**src/rtl/test.sv**
```systemverilog
`default_nettype none
// ============================================================================
// Module   : test
// Purpose  : Registered MIPS instruction-class decoder (opcode/funct -> 3-bit
//            class). Define TEST_EXT_OPS_EN to add addiu/bne/lb/sb/slt/jalr.
// Revision : 1.0 - initial release
// ============================================================================
module test (
    input  logic        clk,
    input  logic        reset,
    input  logic [31:0] IM_D,
    output logic [2:0]  out
);

    localparam logic [2:0] c_NONE   = 3'b000;
    localparam logic [2:0] c_R_ALU  = 3'b001;
    localparam logic [2:0] c_I_ALU  = 3'b010;
    localparam logic [2:0] c_LOAD   = 3'b011;
    localparam logic [2:0] c_STORE  = 3'b100;
    localparam logic [2:0] c_BRANCH = 3'b101;
    localparam logic [2:0] c_JUMP   = 3'b110;
    localparam logic [2:0] c_JREG   = 3'b111;

    logic [5:0] w_opcode;
    logic [5:0] w_funct;
    logic [2:0] w_class;
    logic [2:0] r_out;

    assign w_opcode = IM_D[31:26];
    assign w_funct  = IM_D[5:0];

    always_comb begin
        w_class = c_NONE;
        // The all-zero nop would otherwise fall into the R-type funct table.
        if (IM_D != 32'h0000_0000) begin
            case (w_opcode)
                6'b000000: begin
                    case (w_funct)
                        6'b100001,
                        6'b100011: w_class = c_R_ALU;
                        6'b001000: w_class = c_JREG;
`ifdef TEST_EXT_OPS_EN
                        6'b101010: w_class = c_R_ALU;
                        6'b001001: w_class = c_JREG;
`endif
                        default:   w_class = c_NONE;
                    endcase
                end
                6'b001101,
                6'b001111: w_class = c_I_ALU;
                6'b100011: w_class = c_LOAD;
                6'b101011: w_class = c_STORE;
                6'b000100: w_class = c_BRANCH;
                6'b000010,
                6'b000011: w_class = c_JUMP;
`ifdef TEST_EXT_OPS_EN
                6'b001001: w_class = c_I_ALU;
                6'b000101: w_class = c_BRANCH;
                6'b100000: w_class = c_LOAD;
                6'b101000: w_class = c_STORE;
`endif
                default:   w_class = c_NONE;
            endcase
        end
    end

    always_ff @(posedge clk) begin
        if (reset) begin
            r_out <= c_NONE;
        end else begin
            r_out <= w_class;
        end
    end

    assign out = r_out;

endmodule
`default_nettype wire

```
**config.mk**
```make
export PLATFORM = sky130hd
export DESIGN_NAME = test
export DESIGN_NICKNAME = d
export VERILOG_FILES = /design/src/rtl/test.sv
export SDC_FILE = /design/constraint.sdc
export NUM_CORES = 1
export LEC_CHECK = 0
export CORE_AREA = 2 2 39 41
export DETAILED_ROUTE_END_ITERATION = 10
export DIE_AREA = 0 0 41 43
export PLACE_DENSITY = 0.67
export SETUP_SLACK_MARGIN = 0.5
export SYNTH_ARGS = -nofsm -noshare
export SYNTH_HDL_FRONTEND = slang
export SYNTH_SLANG_ARGS = --single-unit
```
**constraint.sdc**
```tcl
create_clock -name clk -period 1.3 [get_ports clk]
set_input_delay 0.195 -clock clk [delete_from_list [all_inputs] [get_ports clk]]
set_output_delay 0.195 -clock clk [all_outputs]
set_load 0.02 [all_outputs]
```
==> results of run 1 <==
## logic make-up (layout without fill, tap and decap cells)
logic type / after synthesis / count (layout) / synth area share
flops: 3 / 3 / 0.206
compound gates: 7 / 7 / 0.206
simple gates: 24 / 24 / 0.541
buf+inv: 1 / 48 / 0.0129
mux: 1 / 1 / 0.0343
## layout make-up
| cell class | instances | share of cell area |
|---|---|---|
| clock buffers | 4 | 0.0347 |
| inverters | 1 | 0.00495 |
| multi-input cells | 32 | 0.409 |
| flip-flops and latches | 3 | 0.0825 |
| well taps | 16 | 0.0264 |
| repair buffers | 43 | 0.442 |
## worst paths after layout
kind	to	start	slack, ns
worst max-delay path	out[0]	IM_D[24]	0.32
worst min-delay path	out[1]	IM_D[26]	0.30
## repair_timing
action / 4_1_cts / 5_1_grt
pin swaps: 17 / 13
hold buffers: 0 / 0
hold endpoints to repair: 0 / 0
setup endpoints to repair: 6 / 6
gates resized for setup: 99 / 20
gates cloned: 0 / 0
## layout by cell type, fill, tap and decap left out
cell type        instances
or2_0                    1
nor3_2                   3
nor3_4                   1
dfxtp_2                  2
clkdlybuf4s15_1          5
clkdlybuf4s50_1          1
buf_6                    8
nand3_1                  1
nand4_1                  2
o31ai_4                  1
clkbuf_2                 9
dlygate4sd2_1            6
mux2i_1                  1
buf_2                    7
nor4_4                   2
nor4b_4                  1
nor2_1                   2
dfxtp_1                  1
clkbuf_1                 1
nand2_1                  2
and3b_1                  1
nor4_2                   2
o22ai_1                  1
nor2b_1                  1
a21oi_2                  2
nand3b_1                 2
a21oi_1                  1
a21o_2                   1
clkbuf_4                 3
o32ai_1                  1
nor2_2                   1
nand3_2                  1
and4b_1                  1
inv_1                    1
buf_4                    7
## per-stage QoR
step / hold WS (ns) / instances / utilization / power, W
after floorplan: 0.355 / 36 / - / 0.000127
after global placement: 0.854 / 95 / 0.549 / 0.000264
after detailed placement: 0.871 / 95 / 0.549 / 0.000266
after CTS: 0.399 / 99 / 0.558 / 0.000412
after global routing: 0.313 / 99 / 0.548 / 0.000439
final: 0.297 / 99 / 0.548 / 0.000405
## where the power goes
group | internal [W] | total [W] | switching, W
Clock | 0.000115 | 0.000160 | 0.0000448
Combinational | 0.0000904 | 0.000150 | 0.0000601
Sequential | 0.0000946 | 0.0000954 | 0.000000762
## layer usage
| layer | GRT usage | up-vias | wire, um |
|---|---|---|---|
| li1 | - | 239 | - |
| met1 | 0.147 | 216 | 366 |
| met2 | 0.228 | 19 | 589 |
| met3 | 0.0157 | 0 | 107 |
| met4 | 0.0800 | 0 | 0 |
| met5 | 0 | - | 0 |
## critical path, stage by stage
cell           delay, ns
dlygate4sd2_1       0.24
nor3_2              0.16
nand3_1             0.13
o31ai_4             0.30
nor2b_1             0.07
==> results.sh, run 1 <==
export IMPL_wl_um=1060
export IMPL_dp_hpwl_um=854
export IMPL_seq_area_frac_synth=0.206
export IMPL_die_h_um=43
export IMPL_rsz0062_at_grt="yes"
export IMPL_clkTransAtPathRegs_ns=0.04
export IMPL_hold_path_class="input port to flip-flop"
export IMPL_yosys_cell_types_count=22
export IMPL_maxSlewHeadroom=0.833
export IMPL_wire_per_inst_um=10.7
export IMPL_largest_register_ffs=3
export IMPL_min_period_ns=0.982
export IMPL_port_buffers=36
export IMPL_via_per_inst=4.79
export IMPL_synth_cells=36
export IMPL_cp_max_fo=3
export IMPL_diodes=0
export IMPL_cts_buffer_depth=2
export IMPL_antenna_found_initial=0
export IMPL_cts_buffers=3
export IMPL_final_setup_viol_count=0
export IMPL_start_util=0.211
export IMPL_drt_initial_drc_count=4
export IMPL_vias=474
export IMPL_die_area_um2=1760
export IMPL_worstHoldPathCells=3
export IMPL_multi_input_area_um2=310
export IMPL_antenna_left=0
export IMPL_ys_seq_elements=3
export IMPL_cts_tree="yes"
export IMPL_syn_num_nets=70
export IMPL_worst_slack_ns=0.318
export IMPL_grt_max_degree=6
export IMPL_nNetsFinal=118
export IMPL_synth_ff_type="dfxtp_1"
export IMPL_post_route_drc_count=0
export IMPL_area_growth_pct=160
export IMPL_rows=14
export IMPL_critical_path_class="input port to flip-flop"
export IMPL_cp_arrival_ns=1.09
export IMPL_synth_area_um2=292
export IMPL_yosys_warnings=0
export IMPL_ys_async_sr_fraction=0
export IMPL_grt_pass1_wl_um=1630
export IMPL_design_area_um2=758
export IMPL_fp_coreArea_um2=1380
export IMPL_avgSynthCellArea_um2=8.10
export IMPL_first_pass_iters=3
export IMPL_worst_pin_slew_ns=0.250
export IMPL_layout_drive_gt1_share=0.614
export IMPL_yosysTopAreaCellShare=0.206
export IMPL_seqCellArea_um2=62.6
export IMPL_synth_edf_count=0
export IMPL_p_leak_nw=0.320
export IMPL_cts_setup_buffers=0
export IMPL_io_pins=37
export IMPL_place_ws_ns=-0.265
export IMPL_status="completed"
export IMPL_maxCapViolCount=0
export IMPL_powerDensity_nw_per_um2=535
export IMPL_cp_data_required_time_ns=1.41
export IMPL_first_global_vias=440
export IMPL_track_usage=0.134
export IMPL_cts_root_buf="clkbuf_4"
export IMPL_setup_tns_ns=0
export IMPL_final_period_utilization=0.755
export IMPL_endpoint_kind="flip-flop"
export IMPL_n_fill_cell=141
export IMPL_yosys_top_cells_count="nor4_1 (4), a21oi_1 (3), dfxtp_1 (3), nor2_1 (3), nor3_1 (3)"
export IMPL_overflow=0
export IMPL_yosys_area_top_type="dfxtp_1"
export IMPL_cts_max_level=1
export IMPL_ys_top_cells_by_area="dfxtp_1 (21%), nor4_1 (8.6%), o31ai_4 (7.3%)"
export IMPL_startpoint_type="input port"
export IMPL_die_x_um=41
export IMPL_cts_sinks=3
export IMPL_gp_congestion=0.707
export IMPL_hold_viol=0
export IMPL_yosysMostFrequentCell="nor4_1"
export IMPL_ir_drop_v=0.000219
export IMPL_fmax_mhz=1020
export IMPL_drv_slew=0
export IMPL_dpl_cell_area_um2=759
(Power assumes the default switching activity.)
==> run 2, diff against run 1 <==
--- a/config.mk
+++ b/config.mk
@@ -5,10 +5,10 @@
 export SDC_FILE = /design/constraint.sdc
 export NUM_CORES = 1
 export LEC_CHECK = 0
-export CORE_AREA = 2 2 39 41
+export CORE_MARGIN = 2
+export CORE_UTILIZATION = 22
 export DETAILED_ROUTE_END_ITERATION = 10
-export DIE_AREA = 0 0 41 43
-export PLACE_DENSITY = 0.67
+export PLACE_DENSITY = 0.7
 export SETUP_SLACK_MARGIN = 0.5
 export SYNTH_ARGS = -nofsm -noshare
 export SYNTH_HDL_FRONTEND = slang
==> constraint.sdc (replaced) <==
create_clock -name clk -period 0.9 [get_ports clk]
set_input_delay 0.135 -clock clk [delete_from_list [all_inputs] [get_ports clk]]
set_output_delay 0.135 -clock clk [all_outputs]
set_load 0.02 [all_outputs]
==> run 2 against run 1 <==
The flow now finishes with violations (setup timing). Sequential cell count stayed put. Routed wire length grew 7.3%. Sequential share of layout area up 1.4 points. Total power rose by 42%. Cell count unchanged. Via count is 1.3% lower. Global-route usage grew 2.7 points. First-iteration DRC count did not move. Clock power increased by 47%.
==> results.sh, run 2 (synthesized netlist as in run 1, its figures left out) <==
export IMPL_status="finished with violations"
export IMPL_violations="setup timing"
export IMPL_endpoint_kind="flip-flop"
export IMPL_p_leak_nw=0.317
export IMPL_largest_register_ffs=3
export IMPL_crit_path_max_incr_delay_ns=0.31
export IMPL_grt_max_degree=6
export IMPL_clock_power_share=0.411
export IMPL_post_route_drc_count=0
export IMPL_dp_hpwl_um=944
export IMPL_first_global_vias=415
export IMPL_cp_max_fo=3
export IMPL_diodes=0
export IMPL_die_x_um=40.4
export IMPL_maxSlewHeadroom=0.830
export IMPL_rsz0062_at_grt="yes"
export IMPL_layout_commonest_cell="clkbuf_2"
export IMPL_maxCapViolCount=0
export IMPL_cts_max_level=1
export IMPL_startpoint_type="input port"
export IMPL_hold_ws_ns=0.231
export IMPL_layout_drive_gt1_share=0.643
export IMPL_cp_data_required_time_ns=1.01
export IMPL_p_sw_frac=0.271
export IMPL_power_total_w=0.000574
export IMPL_final_setup_viol_count=1
export IMPL_intPower_w=0.000419
export IMPL_worst_pin_slew_ns=0.255
export IMPL_crit_buf_inv=1
export IMPL_crit_path_end="out[0]"
export IMPL_drv_slew=0
export IMPL_hold_viol=0
export IMPL_antenna_found_initial=0
export IMPL_die_area_um2=1630
export IMPL_port_buffers=36
export IMPL_die_h_um=40.4
export IMPL_min_period_ns=0.907
export IMPL_crit_family="simple AND/OR/NAND/NOR gates"
export IMPL_cts_buffer_depth=2
export IMPL_area_growth_pct=155
export IMPL_final_period_utilization=1.01
export IMPL_first_pass_iters=4
export IMPL_track_usage=0.161
export IMPL_wire_per_inst_um=11.5
export IMPL_io_pins=37
export IMPL_critical_path_class="input port to flip-flop"
export IMPL_drt_initial_drc_count=4
export IMPL_seq_power_share=0.227
export IMPL_comb_power_share=0.362
export IMPL_cts_buffers=3
export IMPL_ir_drop_v=0.000308
export IMPL_clkTransAtPathRegs_ns=0.04
export IMPL_vias=468
export IMPL_cp_slowest_cell="o31ai_4"
export IMPL_final_cell_mix="clkbuf_2 (12), buf_2 (8), buf_4 (8)"
export IMPL_p_switching_w=0.000156
export IMPL_wl_um=1140
export IMPL_gp_congestion=0.705
export IMPL_fp_coreArea_um2=1270
export IMPL_critical_path_depth=5
export IMPL_worst_slack_ns=-0.00650
export IMPL_via_per_inst=4.73
export IMPL_cts_hold_repair_buffers=0
export IMPL_place_ws_ns=-0.609
export IMPL_cts_tree="yes"
export IMPL_cts_root_buf="clkbuf_4"
export IMPL_critPathLaunch="IM_D[24]"
export IMPL_cp_arrival_ns=1.02
export IMPL_crit_path_cell_trace="dlygate4sd2_1 > nor3_2 > nand3_1 > o31ai_4 > nor2b_1"
export IMPL_grt_pass1_wl_um=1730
export IMPL_antenna_left=0
export IMPL_fmax_mhz=1100
export IMPL_setup_tns_ns=-0.00650
export IMPL_n_fill_cell=130
export IMPL_nNetsFinal=119
export IMPL_hold_path_class="input port to flip-flop"
export IMPL_overflow=0
export IMPL_start_util=0.230
export IMPL_cts_sinks=3
export IMPL_rows=13
export IMPL_powerDensity_nw_per_um2=774
-- run 2: metrics by stage --
step / util / std cells / instance area, um^2
6_report: 0.585 / 99 / 742
5_1_grt: 0.585 / 99 / 742
3_5_place_dp: 0.607 / 94 / 769
3_3_place_gp: 0.607 / 94 / 769
2_1_floorplan: - / 36 / 338
4_1_cts: 0.614 / 98 / 779
-- run 2: how the worst min path moves through the flow --
stage,to,slack [ns],start,cells after the start
6_report,out[1],0.23,IM_D[26],3
3_3_place_gp,out[2],0.78,reset,4
3_5_place_dp,out[1],0.79,reset,4
5_1_grt,out[1],0.23,IM_D[26],3
2_1_floorplan,out[1],0.29,IM_D[26],2
4_1_cts,out[1],0.33,IM_D[26],3
-- run 2: layout make-up --
type,count,area [um^2],area share
Tap cell,15,18.8,0.0253
Inverter,1,3.75,0.00506
Timing Repair Buffer,44,323,0.435
Clock buffer,4,26.3,0.0354
Sequential cell,3,71.3,0.0961
Multi-Input combinational cell,32,299,0.403
-- run 2: per-layer routing --
layer | vias up | part of all wire | GRT usage
li1 | 239 | - | -
met1 | 204 | 0.35 | 0.173
met2 | 23 | 0.55 | 0.278
met3 | 2 | 0.10 | 0.0444
met4 | 0 | 0.0070 | 0.0917
met5 | - | 0 | 0
-- run 2: repair_timing --
action | CTS | global route
pin swaps | 17 | 14
gates cloned | 0 | 0
endpoints found under the setup margin | 6 | 6
gates resized for setup | 91 | 25
buffers inserted | 0 | 1
-- run 2: worst min-delay path: stages --
cell	delay, ns
buf_2	0.14
nand3b_1	0.10
a21oi_2	0.05
-- run 2: power by group through the flow --
stage | registers (W) | logic, W | clock network, W
5_1_grt | 0.000130 | 0.000225 | 0.000264
3_5_place_dp | 0.000132 | 0.000247 | 0
6_report | 0.000130 | 0.000208 | 0.000236
2_1_floorplan | 0.000135 | 0.0000415 | 0
4_1_cts | 0.000130 | 0.000215 | 0.000247
3_3_place_gp | 0.000132 | 0.000243 | 0
